--- src/rtl/multi_indicator.sv ---
// multi_indicator
//   Battery charger indicator for CH independent channels. A debounced user
//   button opens a "show" window; each channel classifies its charger STAT
//   pin as charging, not charging or fault (STAT toggling), and drives a
//   red/green LED pair from the classification, supply presence and battery
//   level. Fault is shown as a red blink shared by all channels.
//
// Ports
//   clk     in   1   system clock, rising edge
//   rst     in   1   asynchronous active-high reset
//   button  in   1   user button (async), 1 = pressed
//   usb     in   CH  supply present per channel (async)
//   level   in   CH  battery full per channel (async)
//   stat    in   CH  charger STAT pin per channel (async)
//   red     out  CH  red LED drive, registered
//   green   out  CH  green LED drive, registered
//   fault   out  CH  1 while the channel classifier is in FAULT, registered
//
// Classifier states
//   state  | meaning
//   NOTCHG | STAT steady high: not charging (or charge complete)
//   CHG    | STAT steady low: charging
//   FAULT  | STAT edges closer together than FLT_WIN cycles
module multi_indicator #(
    parameter int CH        = 2,
    parameter int DEB_CYC   = 8,
    parameter int BLINK_DIV = 16,
    parameter int SHOW_CYC  = 64,
    parameter int FLT_WIN   = 32
) (
    input  logic          clk,
    input  logic          rst,
    input  logic          button,
    input  logic [CH-1:0] usb,
    input  logic [CH-1:0] level,
    input  logic [CH-1:0] stat,
    output logic [CH-1:0] red,
    output logic [CH-1:0] green,
    output logic [CH-1:0] fault
);

    localparam int DW = $clog2(DEB_CYC + 1);
    localparam int BW = $clog2(BLINK_DIV + 1);
    localparam int SW = $clog2(SHOW_CYC + 1);
    localparam int GW = $clog2(FLT_WIN + 1);

    localparam logic [DW-1:0] DEB_RELOAD   = DW'(DEB_CYC - 1);
    localparam logic [BW-1:0] BLINK_RELOAD = BW'(BLINK_DIV - 1);
    localparam logic [SW-1:0] SHOW_LOAD    = SW'(SHOW_CYC);
    localparam logic [GW-1:0] GAP_MAX      = GW'(FLT_WIN);

    typedef enum logic [1:0] {
        NOTCHG = 2'd0,
        CHG    = 2'd1,
        FAULT  = 2'd2
    } cls_t;

    // ------------------------------------------------------------------
    // Two-flop synchronisers
    // ------------------------------------------------------------------
    logic          button_m, button_s;
    logic [CH-1:0] usb_m, usb_s;
    logic [CH-1:0] level_m, level_s;
    logic [CH-1:0] stat_m, stat_s;

    always_ff @(posedge clk or posedge rst) begin
        if (rst) begin
            button_m <= 1'b0;
            button_s <= 1'b0;
            usb_m    <= '0;
            usb_s    <= '0;
            level_m  <= '0;
            level_s  <= '0;
            stat_m   <= '0;
            stat_s   <= '0;
        end else begin
            button_m <= button;
            button_s <= button_m;
            usb_m    <= usb;
            usb_s    <= usb_m;
            level_m  <= level;
            level_s  <= level_m;
            stat_m   <= stat;
            stat_s   <= stat_m;
        end
    end

    // ------------------------------------------------------------------
    // Button debounce and show window
    // ------------------------------------------------------------------
    logic          deb;
    logic [DW-1:0] deb_cnt;
    logic [SW-1:0] tail_cnt;
    logic          show;

    // deb_cnt counts down the remaining cycles the synchronised level must
    // stay different before it is accepted; tail_cnt holds the window open
    // after the debounced button falls.
    always_ff @(posedge clk or posedge rst) begin
        if (rst) begin
            deb      <= 1'b0;
            deb_cnt  <= DEB_RELOAD;
            tail_cnt <= '0;
        end else begin
            if (button_s != deb) begin
                if (deb_cnt == '0) begin
                    deb     <= button_s;
                    deb_cnt <= DEB_RELOAD;
                end else begin
                    deb_cnt <= deb_cnt - 1'b1;
                end
            end else begin
                deb_cnt <= DEB_RELOAD;
            end

            if (deb && !button_s && deb_cnt == '0) begin
                tail_cnt <= SHOW_LOAD;
            end else if (deb) begin
                tail_cnt <= '0;
            end else if (tail_cnt != '0) begin
                tail_cnt <= tail_cnt - 1'b1;
            end
        end
    end

    assign show = deb | (tail_cnt != '0);

    // ------------------------------------------------------------------
    // Shared blink generator
    // ------------------------------------------------------------------
    logic          blink;
    logic [BW-1:0] blink_cnt;

    always_ff @(posedge clk or posedge rst) begin
        if (rst) begin
            blink     <= 1'b0;
            blink_cnt <= BLINK_RELOAD;
        end else if (blink_cnt == '0) begin
            blink     <= ~blink;
            blink_cnt <= BLINK_RELOAD;
        end else begin
            blink_cnt <= blink_cnt - 1'b1;
        end
    end

    // ------------------------------------------------------------------
    // Per-channel classifier and LED mapping
    // ------------------------------------------------------------------
    for (genvar g = 0; g < CH; g++) begin : g_ch
        cls_t          cls_q;
        logic [GW-1:0] gap_q;
        logic          stat_d;
        logic          stat_edge;
        logic          red_q;
        logic          green_q;
        logic          fault_q;

        assign stat_edge = stat_s[g] ^ stat_d;

        // Gap counter resets to its saturated value so the first edge after
        // reset is treated as an isolated transition, never as a fault.
        always_ff @(posedge clk or posedge rst) begin
            if (rst) begin
                cls_q  <= NOTCHG;
                gap_q  <= GAP_MAX;
                stat_d <= 1'b0;
            end else begin
                stat_d <= stat_s[g];
                if (stat_edge) begin
                    gap_q <= '0;
                    if (gap_q < GAP_MAX) begin
                        cls_q <= FAULT;
                    end else begin
                        cls_q <= stat_s[g] ? NOTCHG : CHG;
                    end
                end else begin
                    if (gap_q != GAP_MAX) begin
                        gap_q <= gap_q + 1'b1;
                    end
                    if (cls_q == FAULT && gap_q == GAP_MAX) begin
                        cls_q <= stat_s[g] ? NOTCHG : CHG;
                    end
                end
            end
        end

        always_ff @(posedge clk or posedge rst) begin
            if (rst) begin
                red_q   <= 1'b0;
                green_q <= 1'b0;
                fault_q <= 1'b0;
            end else begin
                fault_q <= (cls_q == FAULT);
                if (!usb_s[g]) begin
                    // Unplugged: only the battery level matters, and only
                    // while the button window is open.
                    red_q   <= show & ~level_s[g];
                    green_q <= show & level_s[g];
                end else begin
                    case (cls_q)
                        FAULT: begin
                            red_q   <= blink;
                            green_q <= 1'b0;
                        end
                        CHG: begin
                            red_q   <= 1'b1;
                            green_q <= 1'b1;
                        end
                        default: begin
                            red_q   <= 1'b0;
                            green_q <= 1'b1;
                        end
                    endcase
                end
            end
        end

        assign red[g]   = red_q;
        assign green[g] = green_q;
        assign fault[g] = fault_q;
    end

endmodule

--- config.mk ---
export PLATFORM = sky130hd
export DESIGN_NAME = multi_indicator
export DESIGN_NICKNAME = d
export VERILOG_FILES = /design/src/rtl/multi_indicator.sv
export SDC_FILE = /design/constraint.sdc
export NUM_CORES = 1
export LEC_CHECK = 0
export CAP_MARGIN = 20
export CORE_MARGIN = 2
export CORE_UTILIZATION = 40
export CTS_CLUSTER_SIZE = 16
export DETAILED_ROUTE_END_ITERATION = 7
export PLACE_DENSITY = 0.6
export SYNTH_ARGS = -nofsm -noshare
export SYNTH_HDL_FRONTEND = slang
export SYNTH_SLANG_ARGS = --single-unit
--- constraint.sdc ---
create_clock -name clk -period 2.4 [get_ports clk]
set_clock_uncertainty 0.1 [all_clocks]
set_input_delay 0.24 -clock clk [delete_from_list [all_inputs] [get_ports clk]]
set_output_delay 0.24 -clock clk [all_outputs]
set_load 0.02 [all_outputs]
### Word level (Yosys, flattened, before mapping)

Cells that the tools add are included.

| operators by class | value |
|---|---|
| add/sub/neg operators | 5 |
| magnitude comparators | 2 |
| eq/ne operators | 9 |
| mux-type cells | 26 |
| bitwise gates (word level) | 10 |
| reductions and logical operators | 14 |

Operator list:

| operator | count |
|---|---|
| 2-to-1 mux 6 bit | 4 |
| 2-to-1 mux 7 bit | 3 |
| adder 6 x 1 -> 6 bit, second input constant | 2 |
| == test 6 bit, second input constant | 2 |
| < comparator 6 bit, second input constant | 2 |
| 2-to-1 mux 2 bit | 6 |
| inequality test 6 bit, second input constant | 2 |
| 2-to-1 mux 1 bit | 8 |
| 2-to-1 mux 4 bit | 2 |
| nonzero test 2 bit | 4 |
| nonzero test 7 bit | 1 |
| subtractor 7 x 1 -> 7 bit, second input constant | 1 |
| zero test 5 bit | 1 |
| 2-to-1 mux 5 bit | 1 |
| subtractor 5 x 1 -> 5 bit, second input constant | 1 |
| bitwise AND 1 bit | 4 |
| == test 2 x 1 -> 1 bit, second input constant | 2 |
| == test 2 bit, second input constant | 2 |
| logical AND 1 bit | 4 |
| zero test 4 bit | 1 |
| case mux 1 bit (2 select lines) | 2 |
| subtractor 4 x 1 -> 4 bit, second input constant | 1 |
| inverter 1 bit | 3 |
| nonzero test 3 bit | 1 |
| 5 further kinds | 6 |

| storage, ports and cells | value |
|---|---|
| flip-flop bits (word level) | 56 |
| input port bits | 9 |
| output and inout bits | 6 |
| logic and storage cells | 91 |

### Logic depth before layout (Yosys ltp)

Gate-level depths: netlist of the first run.

| depth | value |
|---|---|
| depth in word-level cells | 4 |
| gate-level depth with buffers | 6 |
| mapped depth without buffers | 5 |

### Worst setup path before layout of the first run

OpenSTA, ideal clock, no wires.

| path | value |
|---|---|
| kind | reg2reg |
| start | reg tail_cnt[0] |
| end | reg tail_cnt[0] |
| setup time | 0.128 ns |
| arrival | 1.577 ns |
| required time | 2.172 ns |
| path slack | 0.595 ns |
| stages on the path, launching flop included | 7 |
| path buffers | 1 |
| clock period less this slack | 1.805 ns |
| cell sequence | dfrtp_1 inv_1 ha_1 or3b_1 buf_6 nor3_2 mux2_1 |

| on the way | value |
|---|---|
| longest elaborated chain between the ends | 4 |
| elaborated cells on any way between the ends | 6 |
| classes of those cells | add/sub: 1; mux: 3; reduce/logical: 2 |

RTL lines:

| item | line | source |
|---|---|---|
| from (decl) | 93 | `logic [SW-1:0] tail_cnt;` |
| from (signal assigned) | 121 | `tail_cnt <= tail_cnt - 1'b1;` |
| subtractor 7 x 1 -> 7 bit | 121 |  |
| 2-to-1 mux 7 bit | 120 | `end else if (tail_cnt != '0) begin` |
| 2-to-1 mux 7 bit | 118 | `end else if (deb) begin` |
| 2-to-1 mux 7 bit | 116 | `if (deb && !button_s && deb_cnt == '0) begin` |

Several ways; a longest one is shown, not always the timed one. The select of a mux whose other input is x is not followed.
A chain may end at the register's enable or synchronous reset.

### Final worst setup path of the first run

Same ends and word-level chain as after synthesis.

==> results of run 1 <==
-- cells in the mapped netlist, types with 4 or more instances --
| cell type | n | area share |
|---|---|---|
| a21oi_1 | 12 | 0.024 |
| buf_4 | 6 | 0.018 |
| dfrtp_1 | 47 | 0.47 |
| dfstp_2 | 9 | 0.095 |
| ha_1 | 12 | 0.060 |
| inv_1 | 21 | 0.032 |
| nand2_1 | 10 | 0.015 |
| nand2b_1 | 4 | 0.010 |
| nand3_1 | 10 | 0.020 |
| nor2_1 | 14 | 0.021 |
| o31ai_1 | 5 | 0.015 |
| or3_1 | 4 | 0.010 |
| xnor2_1 | 4 | 0.014 |
| xor2_1 | 9 | 0.032 |
-- sequential cells by signal, summed over array words and instances (netlist names), 4 cells and up --
signal and count:
g_ch.gap_q 12, tail_cnt 7, blink_cnt 5, deb_cnt 4
g_ch.cls_q 4
-- how the worst max path moves through the flow --
stage                      from          end  slack (ns)  cells past startpoint
global route        tail_cnt[0]  tail_cnt[0]        0.41                      5
floorplan           tail_cnt[0]  tail_cnt[0]        0.60                      6
CTS                 tail_cnt[0]  tail_cnt[0]        0.47                      5
finish              tail_cnt[0]  tail_cnt[0]        0.49                      5
global placement    tail_cnt[0]  tail_cnt[0]        0.52                      5
detailed placement  tail_cnt[0]  tail_cnt[0]        0.49                      5
-- metrics by stage --
step / area, sq um / power [mW] / setup slack [ns]
3_5_place_dp: 2690 / 1.65 / 0.492
3_3_place_gp: 2690 / 1.64 / 0.522
5_1_grt: 2790 / 2.30 / 0.412
2_1_floorplan: 2500 / 1.55 / 0.595
4_1_cts: 2790 / 2.19 / 0.473
6_report: 2790 / 2.15 / 0.488
-- cells in the final DEF (no fill, tap or decap), types with 2 or more instances in the layout --
cell              n
nand3b_1          2
dfrtp_1          47
clkbuf_8          6
nor3_2            2
nor3b_1           2
a21oi_1          12
clkdlybuf4s50_1  14
nand2_1          10
o31ai_1           5
ha_1             12
o21ai_0           2
nand3_1          10
or2_2             2
nor3_1            2
a21bo_1           2
nand2b_1          4
o21a_1            2
xor2_1            9
o32ai_1           2
a31oi_1           2
xnor2_1           4
or3b_1            2
o22ai_1           2
inv_1            20
nor2_1           14
dfstp_2           9
nor4b_4           2
or3_1             4
-- logic make-up (layout without fill, tap and decap cells) --
logic type	after synthesis	after routing	synth area share
AND/OR/NAND/NOR	65	65	0.164
flip-flops	56	56	0.565
AO/OA/AOI/OAI	37	37	0.101
buffers and inverters	29	44	0.0556
XOR/XNOR	13	13	0.0456
adder cells (fa/ha/maj)	12	12	0.0601
multiplexers	2	2	0.00851
-- cell type report --
class | instances | area, sq um
repair buffers | 15 | 160
clock inverters | 1 | 7.51
inverters | 21 | 78.8
fillers | 547 | 3200
clock buffers | 7 | 86.3
well taps | 75 | 93.8
multi-input cells | 129 | 947
flip-flops and latches | 56 | 1410
-- power by group --
part           switching (mW)  leakage [nW]  total, mW  internal, mW
clock                   0.291        0.0445      0.526         0.235
sequential             0.0998         0.673       1.17          1.07
combinational           0.236         0.501      0.454         0.218
total                   0.627          1.22       2.15          1.52
-- layer usage --
metal,share of wire,vias up,wire length [um]
li1,-,760,-
met1,0.53,714,2030
met2,0.43,18,1640
met3,0.032,2,124
met4,0.0060,0,23
met5,0,-,0
==> summary.md, run 1 <==
| Metric | Value |
|---|---|
| Outcome | finished, final reports clean |
| DR vias | ~1.5k |
| Critical Path, Cell by Cell | inv_1 -> ha_1 -> or3b_1 -> nor3_2 -> mux2_1 |
| Detailed placer's ending HPWL | around 2700 um |
| Endpoints failing hold | 0 |
| Worst path slowest cell | or3b_1 |
| Worst Tran Pin Value | about 0.63 ns |
| Met3 usage | 0.0328 |
| CTS root buf | clkbuf_8 |
| Max_slew headroom | 0.578 |
| GR peak layer | met2 |
| Syn nets | 235 |
| Worst Path Buf+Inv | 1 |
| Hold WS | ~0.19 ns |
| Placed Cells | 296 |
| Antenna violations before repair | 0 |
| F_max | roughly 520 MHz |
| Crit path DAT | around 2.0 ns |
| PortBufs | 14 |
| Grt met1 use | 0.168 |
| Worst r2r path cells | 5 |
| Crit Reg-Reg Endpoint | tail_cnt[0] |
| Util after Layout | 0.465 |
| Gr ovfl total | 0 |
| CTS tree | built |
| Peak VDD IR | approximately 0.36 mV |
| Gpl congestion | 0.694 |
| Layout area overhead | 11.5% |
| Yosys cell types | 48 |
| Num Clock Sinks | 56 |
| Critical path required time | roughly 2.5 ns |
| Clk Latency, worst-skew pair | 0.30 ns |
| Initial Util | 0.417 |
| Synthesized area per cell | 11.7 sq um |
| Global-route wire length before repair | just under 7000 um |
| Vias in the first global route | 1515 |
| Pleak | around 1.2 nW |
| Mapped Cells | around 210 |
| Non-Filler Instances | about 300 |
| # hold bufs at CTS | 0 |
| Highest fanout seen on the critical path | 7 |
| Height of the die | approximately 83 um |
| DR WL/cell | roughly 13 um |
| P per Cell Area | ~770 nW/um^2 |
| Synth Flop Type | dfrtp_1 |
| Met2 GRT Util | 0.184 |
| RSZ-0062 raised after global routing | false |
| Post-CTS setup buffer count | 0 |
| Overall global routing resource usage | 0.121 |
| Crit. End Element | flop |
| Hold crit path type | in2async |
| Synth Warn # | 0 |
| RR Startpoint | tail_cnt[0] |
| CP Class | reg2reg |
| Async SR Flop Fraction | 1.00 |
| Fraction of layout cells with a size suffix above 1 | 0.122 |
| Setup-failing EPs final | 0 |
| Core Area | between 5000 and 6000 sq um |
| Max-cap violations | 0 |
| Period Utilization, post-route | 0.797 |
| Post-CTS Resized | 0 |
| Startpoint types | flop |
| Total CTS buffers | 5 |
| # rows | 28 |
| Synth Cell Area | ~2500 sq um |
| Final Max Slew Viols | 0 |
| Worst-path clk slew | approximately 0.10 ns |
| Htree depth | 2 |
| Clock Path Buffers | 2 |
| Post-synth EDFFs | 0 |
| Fin nets | 249 |
| I/O pins | 15 |
| Crit path max-delay family | simple AND/OR/NAND/NOR gates |
| Tmin final | approximately 1.9 ns |
| Slowest Stage Delay on Critical Path | roughly 0.5 ns |
| Initial drt markers | 56 |
| Detailed-route DRC error count | 0 |
| Synth Register Bits | 56 |
| Ant. Diodes | 0 |
| Routed Antenna Nets | 0 |
| First-pass iteration count of the detailed router | 4 |
| Post-synthesis sequential area ratio | 0.565 |
| Routed wire length | around 3800 um |
| Die W | just over 80 um |
| Setup TNS | 0 ns |
| Via density | around 4.9 |
| Largest net degree at the start of global routing | 36 |
| Reg2Reg Setup Slack | 0.49 ns |
| Die area | 6890 sq um |
Note: power is estimated with default switching activity, not from simulation.
==> inputs of run 2 (changes only) <==
- clock period: 2.4 -> 1.93 ns (I/O delays scaled with it)
==> summary.md, run 2 (synthesis gave the netlist of run 1 again) <==
| Metric | Value |
|---|---|
| Crit path max-delay family | simple AND/OR/NAND/NOR gates |
| Routed Antenna Nets | 0 (unchanged) |
| DR vias | 1512 (+1.2%) |
| Worst-path clk slew | 0.09 ns (about the same) |
| Via density | 4.89 (-0.43%) |
| RR Startpoint | tail_cnt[0] |
| PortBufs | 14 (unchanged) |
| Hold WS | 0.146 ns (-0.0406 ns) |
| Clk Latency, worst-skew pair | 0.30 ns (about the same) |
| First-pass iteration count of the detailed router | 4 (unchanged) |
| Post-Layout Inst Area | 2860 sq um (+2.6%) |
| Final Max Slew Viols | 0 (unchanged) |
| CTS root buf | clkbuf_8 |
| Biggest register | g_ch.gap_q |
| Height of the die | 83.0 um (unchanged) |
| Fin nets | 254 (+2.0%) |
| DP Worst Slack | 0.0848 ns (-0.407 ns) |
| Initial drt markers | 98 (+75%) |
| Crit path DAT | 1.90 ns (-0.10 ns) |
| Crit. End Element | flop |
| Global-route wire length before repair | 6910 um (+1.0%) |
| Worst path slowest cell | or3b_4 |
| Critical Path, Cell by Cell | inv_1 -> ha_1 -> or3b_4 -> nor3_2 -> mux2_1 |
| Outcome | finished, final reports clean |
| Period Utilization, post-route | 0.941 (+0.144) |
| Largest net degree at the start of global routing | 57 (+58%) |
| Crit Reg-Reg Endpoint | tail_cnt[0] |
| Clock Path Buffers | 2 (unchanged) |
| Worst r2r path cells | 5 (unchanged) |
| Setup-failing EPs final | 0 (unchanged) |
| Initial Util | 0.417 (unchanged) |
| Die W | 83.0 um (unchanged) |
| Commonest non-fill, non-tap cell in the layout | dfrtp_1 |
| Post-CTS setup buffer count | 0 (unchanged) |
| Pleak | 1.26 nW (+3.6%) |
| Layout area overhead | 14.5% |
| Antenna violations before repair | 0 (unchanged) |
| F_max | 551 MHz (+5.3%) |
| DR WL/cell | 12.2 um (-2.7%) |
| Routed wire length | 3780 um (-1.1%) |
| Setup crit start | tail_cnt[0] |
| Startpoint types | flop |
| Levels on crit path | 5 (unchanged) |
| Max-cap violations | 0 (unchanged) |
| Critical path required time | 2.02 ns (-0.47 ns) |
| Die area | 6890 sq um (unchanged) |
| P per Cell Area | 997 nW/um^2 (+29%) |
| Htree depth | 2 (unchanged) |
| # rows | 28 (unchanged) |
| CTS tree | built |
| Max_slew headroom | 0.743 (+0.165) |
| Ant. Diodes | 0 (unchanged) |
| Vias in the first global route | 1588 (+4.8%) |
| Endpoints failing hold | 0 (unchanged) |
| Detailed-route DRC error count | 0 (unchanged) |
| Worst Path Buf+Inv | 1 (unchanged) |
| CP Class | reg2reg |
| Total CTS buffers | 5 (unchanged) |
| Peak VDD IR | 0.648 mV (+79%) |
| Layout fillers | 545 (-0.37%) |
| Slowest Stage Delay on Critical Path | 0.43 ns (-0.07 ns) |
| Max reg flops | 12 (unchanged) |
| Core Area | 5990 sq um (unchanged) |
| Gr ovfl total | 0 (unchanged) |
| I/O pins | 15 (unchanged) |
| Worst Tran Pin Value | 0.384 ns (-0.247 ns) |
| Hold crit path type | in2async |
| Setup crit end | tail_cnt[0] |
| PnR worst setup slack | 0.114 ns (-0.374 ns) |
| Highest fanout seen on the critical path | 5 (-2) |
| Num Clock Sinks | 56 (unchanged) |
| Detailed placer's ending HPWL | 2620 um (-1.4%) |
| Fraction of layout cells with a size suffix above 1 | 0.150 (+0.0273) |
| Biggest registers after layout | g_ch.gap_q: 12 flops, tail_cnt: 7 flops, blink_cnt: 5 flops |
| Highest-count cells in the layout ignoring fill and taps | dfrtp_1, inv_1, nor2_1, clkdlybuf4s50_1 |
| RSZ-0062 raised after global routing | false |
| Reg2Reg Setup Slack | 0.11 ns (-0.37 ns) |
| Overall global routing resource usage | 0.122 (+0.00132) |
| Tmin final | 1.82 ns (-0.0963 ns) |
| # hold bufs at CTS | 0 (unchanged) |
| Setup TNS | 0 ns (unchanged) |
| Placed Area | 2730 sq um (+1.4%) |
| Gpl congestion | 0.719 (+3.7%) |
==> run 2: worst register-to-register path: stages (launching register included) <==
cell     delay [ns]
dfrtp_1        0.41
inv_1          0.08
ha_1           0.17
or3b_4         0.43
nor3_2         0.19
mux2_1         0.33
==> run 2: worst min-delay path by stage <==
stage          startpoint               end  slack (ns)  cells after the start
2_1_floorplan      button          button_m        0.12                      0
3_3_place_gp   level_m[0]        level_s[0]        0.23                      0
3_5_place_dp     usb_m[1]          usb_s[1]        0.23                      0
4_1_cts               rst          usb_m[1]        0.16                      3
5_1_grt               rst  g_ch[1].gap_q[2]        0.18                      3
6_report              rst        deb_cnt[3]        0.15                      3
==> run 2: where the power goes <==
group / switching [mW] / internal, mW
Clock: 0.367 / 0.425
Sequential: 0.118 / 1.33
Combinational: 0.310 / 0.300
Total: 0.795 / 2.06
==> run 2: final cells by class <==
| class | instances | area (sq um) | area share |
|---|---|---|---|
| Tap cell | 75 | 93.8 | 0.0328 |
| Timing Repair Buffer | 20 | 198 | 0.0691 |
| Clock inverter | 2 | 38.8 | 0.0136 |
| Inverter | 21 | 78.8 | 0.0276 |
| Clock buffer | 6 | 82.6 | 0.0289 |
| Multi-Input combinational cell | 129 | 956 | 0.334 |
| Sequential cell | 56 | 1410 | 0.494 |
==> run 2: what timing repair did <==
action | in CTS | in global routing
endpoints found under the setup margin | 0 | 7
hold endpoints to repair | 0 | 0
gates resized for setup | 0 | 2
==> run 2: layer usage <==
metal,track usage,vias to the layer above,wire [um]
met5,0,-,0
met4,0.0402,0,27
met3,0.0328,2,92
met2,0.200,16,1840
met1,0.156,727,1820
li1,-,767,-
==> run 2: metrics by stage <==
stage | total power [mW] | utilization | instances
global route | 3.05 | 0.477 | 309
finish | 2.85 | 0.477 | 309
CTS | 2.88 | 0.476 | 309
detailed placement | 2.07 | 0.456 | 301
floorplan | 1.93 | - | 214
global placement | 2.06 | 0.456 | 301
==> inputs of run 3 (changes only) <==
- CORE_MARGIN: 2 -> default
==> summary.md, run 3 (synthesis gave the netlist of run 1 again) <==
| Metric | Value |
|---|---|
| Setup TNS | 0 ns (unchanged) |
| Height of the die | 81.0 um (-2.4%) |
| Max reg flops | 12 (unchanged) |
| Slowest Stage Delay on Critical Path | 0.42 ns (about the same) |
| Critical Path, Cell by Cell | inv_1 -> ha_1 -> or3b_4 -> buf_4 -> o21a_1 -> nor4_2 |
| Core Area | 5960 sq um (-0.58%) |
| Largest net degree at the start of global routing | 57 (unchanged) |
| Biggest register | g_ch.gap_q |
| DR vias | 1497 (-0.99%) |
| Gpl congestion | 0.704 (-2.2%) |
| Critical path required time | 2.04 ns (+0.02 ns) |
| RR Startpoint | tail_cnt[0] |
| # rows | 28 (unchanged) |
| RSZ-0062 raised after global routing | false |
| PnR worst setup slack | 0.101 ns (-0.0129 ns) |
| Pleak | 1.24 nW (-1.9%) |
| Detailed placer's ending HPWL | 2640 um (+0.51%) |
| Highest fanout seen on the critical path | 4 (-1) |
| Total CTS buffers | 5 (unchanged) |
| Clk Latency, worst-skew pair | 0.30 ns (about the same) |
| Setup-failing EPs final | 0 (unchanged) |
| Initial drt markers | 70 (-29%) |
| Worst r2r path cells | 6 (+1) |
| Layout fillers | 551 (+1.1%) |
| Via density | 4.89 (about the same) |
| DR WL/cell | 12.2 um (+0.13%) |
| Tot Pwr | 2.69 mW (-5.8%) |
| # hold bufs at CTS | 0 (unchanged) |
| Worst path slowest cell | or3b_4 |
| Gr ovfl total | 0 (unchanged) |
| Worst-path clk slew | 0.10 ns (about the same) |
| Fin nets | 252 (-0.79%) |
| I/O pins | 15 (unchanged) |
| Highest-count cells in the layout ignoring fill and taps | dfrtp_1, inv_1, nor2_1, clkdlybuf4s50_1 |
| Detailed-route DRC error count | 0 (unchanged) |
| Htree depth | 2 (unchanged) |
| Non-Filler Instances | 306 (-0.97%) |
| CP Class | reg2reg |
| Routed wire length | 3750 um (-0.85%) |
| Hold crit path type | in2async |
| F_max | 547 MHz (-0.71%) |
| PortBufs | 14 (unchanged) |
| Endpoints failing hold | 0 (unchanged) |
| Die W | 81.0 um (-2.4%) |
| Util after Layout | 0.472 (-0.00581) |
| P per Cell Area | 956 nW/um^2 (-4.0%) |
| Worst Tran Pin Value | 0.570 ns (+0.186 ns) |
| Tmin final | 1.83 ns (+0.0129 ns) |
| CTS root buf | clkbuf_8 |
| Period Utilization, post-route | 0.948 (+0.00671) |
| Overall global routing resource usage | 0.135 (+0.0135) |
| Placed Cells | 299 (-0.66%) |
| Routed Antenna Nets | 0 (unchanged) |
| Die area | 6570 sq um (-4.8%) |
| Outcome | finished, final reports clean |
| Fraction of layout cells with a size suffix above 1 | 0.139 (-0.0110) |
| Clock Path Buffers | 2 (unchanged) |
| Initial Util | 0.420 (+0.00245) |
| DP Worst Slack | 0.0497 ns (-0.0351 ns) |
| Biggest registers after layout | g_ch.gap_q: 12 flops, tail_cnt: 7 flops, blink_cnt: 5 flops |
| Startpoint types | flop |
| Crit Reg-Reg Endpoint | tail_cnt[1] |
| Crit path DAT | 1.94 ns (+0.04 ns) |
| CTS tree | built |
| First-pass iteration count of the detailed router | 4 (unchanged) |
| Max_slew headroom | 0.618 (-0.124) |
| Final Max Slew Viols | 0 (unchanged) |
| Antenna violations before repair | 0 (unchanged) |
| Ant. Diodes | 0 (unchanged) |
| Max-cap violations | 0 (unchanged) |
| Vias in the first global route | 1513 (-4.7%) |
| Reg2Reg Setup Slack | 0.10 ns (about the same) |
| Global-route wire length before repair | 6760 um (-2.3%) |
| Peak VDD IR | 0.446 mV (-31%) |
| Layout area overhead | 12.4% |
| Commonest non-fill, non-tap cell in the layout | dfrtp_1 |
| Num Clock Sinks | 56 (unchanged) |
| Crit. End Element | flop |
==> run 3: cell count changes in the layout (fill, tap and decap cells not counted) <==
| cell | previous run | this run |
|---|---|---|
| bufinv_16 | 1 | 0 |
| nor3_4 | 1 | 0 |
| buf_4 | 5 | 3 |
| nor3_2 | 1 | 2 |
==> run 3: final cells by class <==
type | count | area, sq um | share of cell area
multi-input cells | 129 | 950 | 0.338
inverters | 21 | 78.8 | 0.0281
repair buffers | 18 | 183 | 0.0650
well taps | 75 | 93.8 | 0.0334
clock buffers | 6 | 82.6 | 0.0294
clock inverters | 1 | 8.76 | 0.00312
flip-flops and latches | 56 | 1410 | 0.503
==> run 3: where the power goes <==
group / internal, mW / leakage [nW] / switching, mW
sequential: 1.33 / 0.673 / 0.129
clock: 0.287 / 0.0473 / 0.358
combinational: 0.289 / 0.517 / 0.292
==> run 3: through the flow <==
step	area (sq um)	hold WS, ns
final	2810	0.154
after global routing	2810	0.187
after CTS	2810	0.156
after detailed placement	2720	0.235
after global placement	2720	0.234
after floorplan	2500	0.124
==> run 3: how the worst max path moves through the flow <==
| stage | startpoint | to | slack (ns) | cells after the start |
|---|---|---|---|---|
| 2_1_floorplan | tail_cnt[0] | tail_cnt[0] | 0.13 | 6 |
| 3_3_place_gp | tail_cnt[0] | tail_cnt[0] | 0.11 | 5 |
| 3_5_place_dp | tail_cnt[0] | tail_cnt[1] | 0.05 | 6 |
| 5_1_grt | tail_cnt[0] | tail_cnt[1] | 0.04 | 6 |
| 4_1_cts | tail_cnt[0] | tail_cnt[1] | 0.02 | 6 |
| 6_report | tail_cnt[0] | tail_cnt[1] | 0.10 | 6 |
==> run 3: what timing repair did <==
| item | 4_1_cts | 5_1_grt |
|---|---|---|
| endpoints found under the setup margin | 0 | 2 |
| buffers inserted | 0 | 0 |
| resized for setup | 0 | 1 |
| hold endpoints to repair | 0 | 0 |
==> run 3: worst max-delay path: cells and delay by family, from the launching register on <==
kind            cells  cell delay (ns)
compound gates      1             0.19
fa+ha+maj           1             0.17
buf+inv             2             0.25
flops               1             0.40
simple gates        2             0.63
==> run 3: per-layer routing <==
| metal | GRT usage | share of wire | routed length (um) |
|---|---|---|---|
| met2 | 0.217 | 0.46 | 1730 |
| met1 | 0.174 | 0.50 | 1860 |
| met3 | 0.0371 | 0.025 | 94 |
| met5 | 0 | 0 | 0 |
| met4 | 0.0536 | 0.015 | 55 |
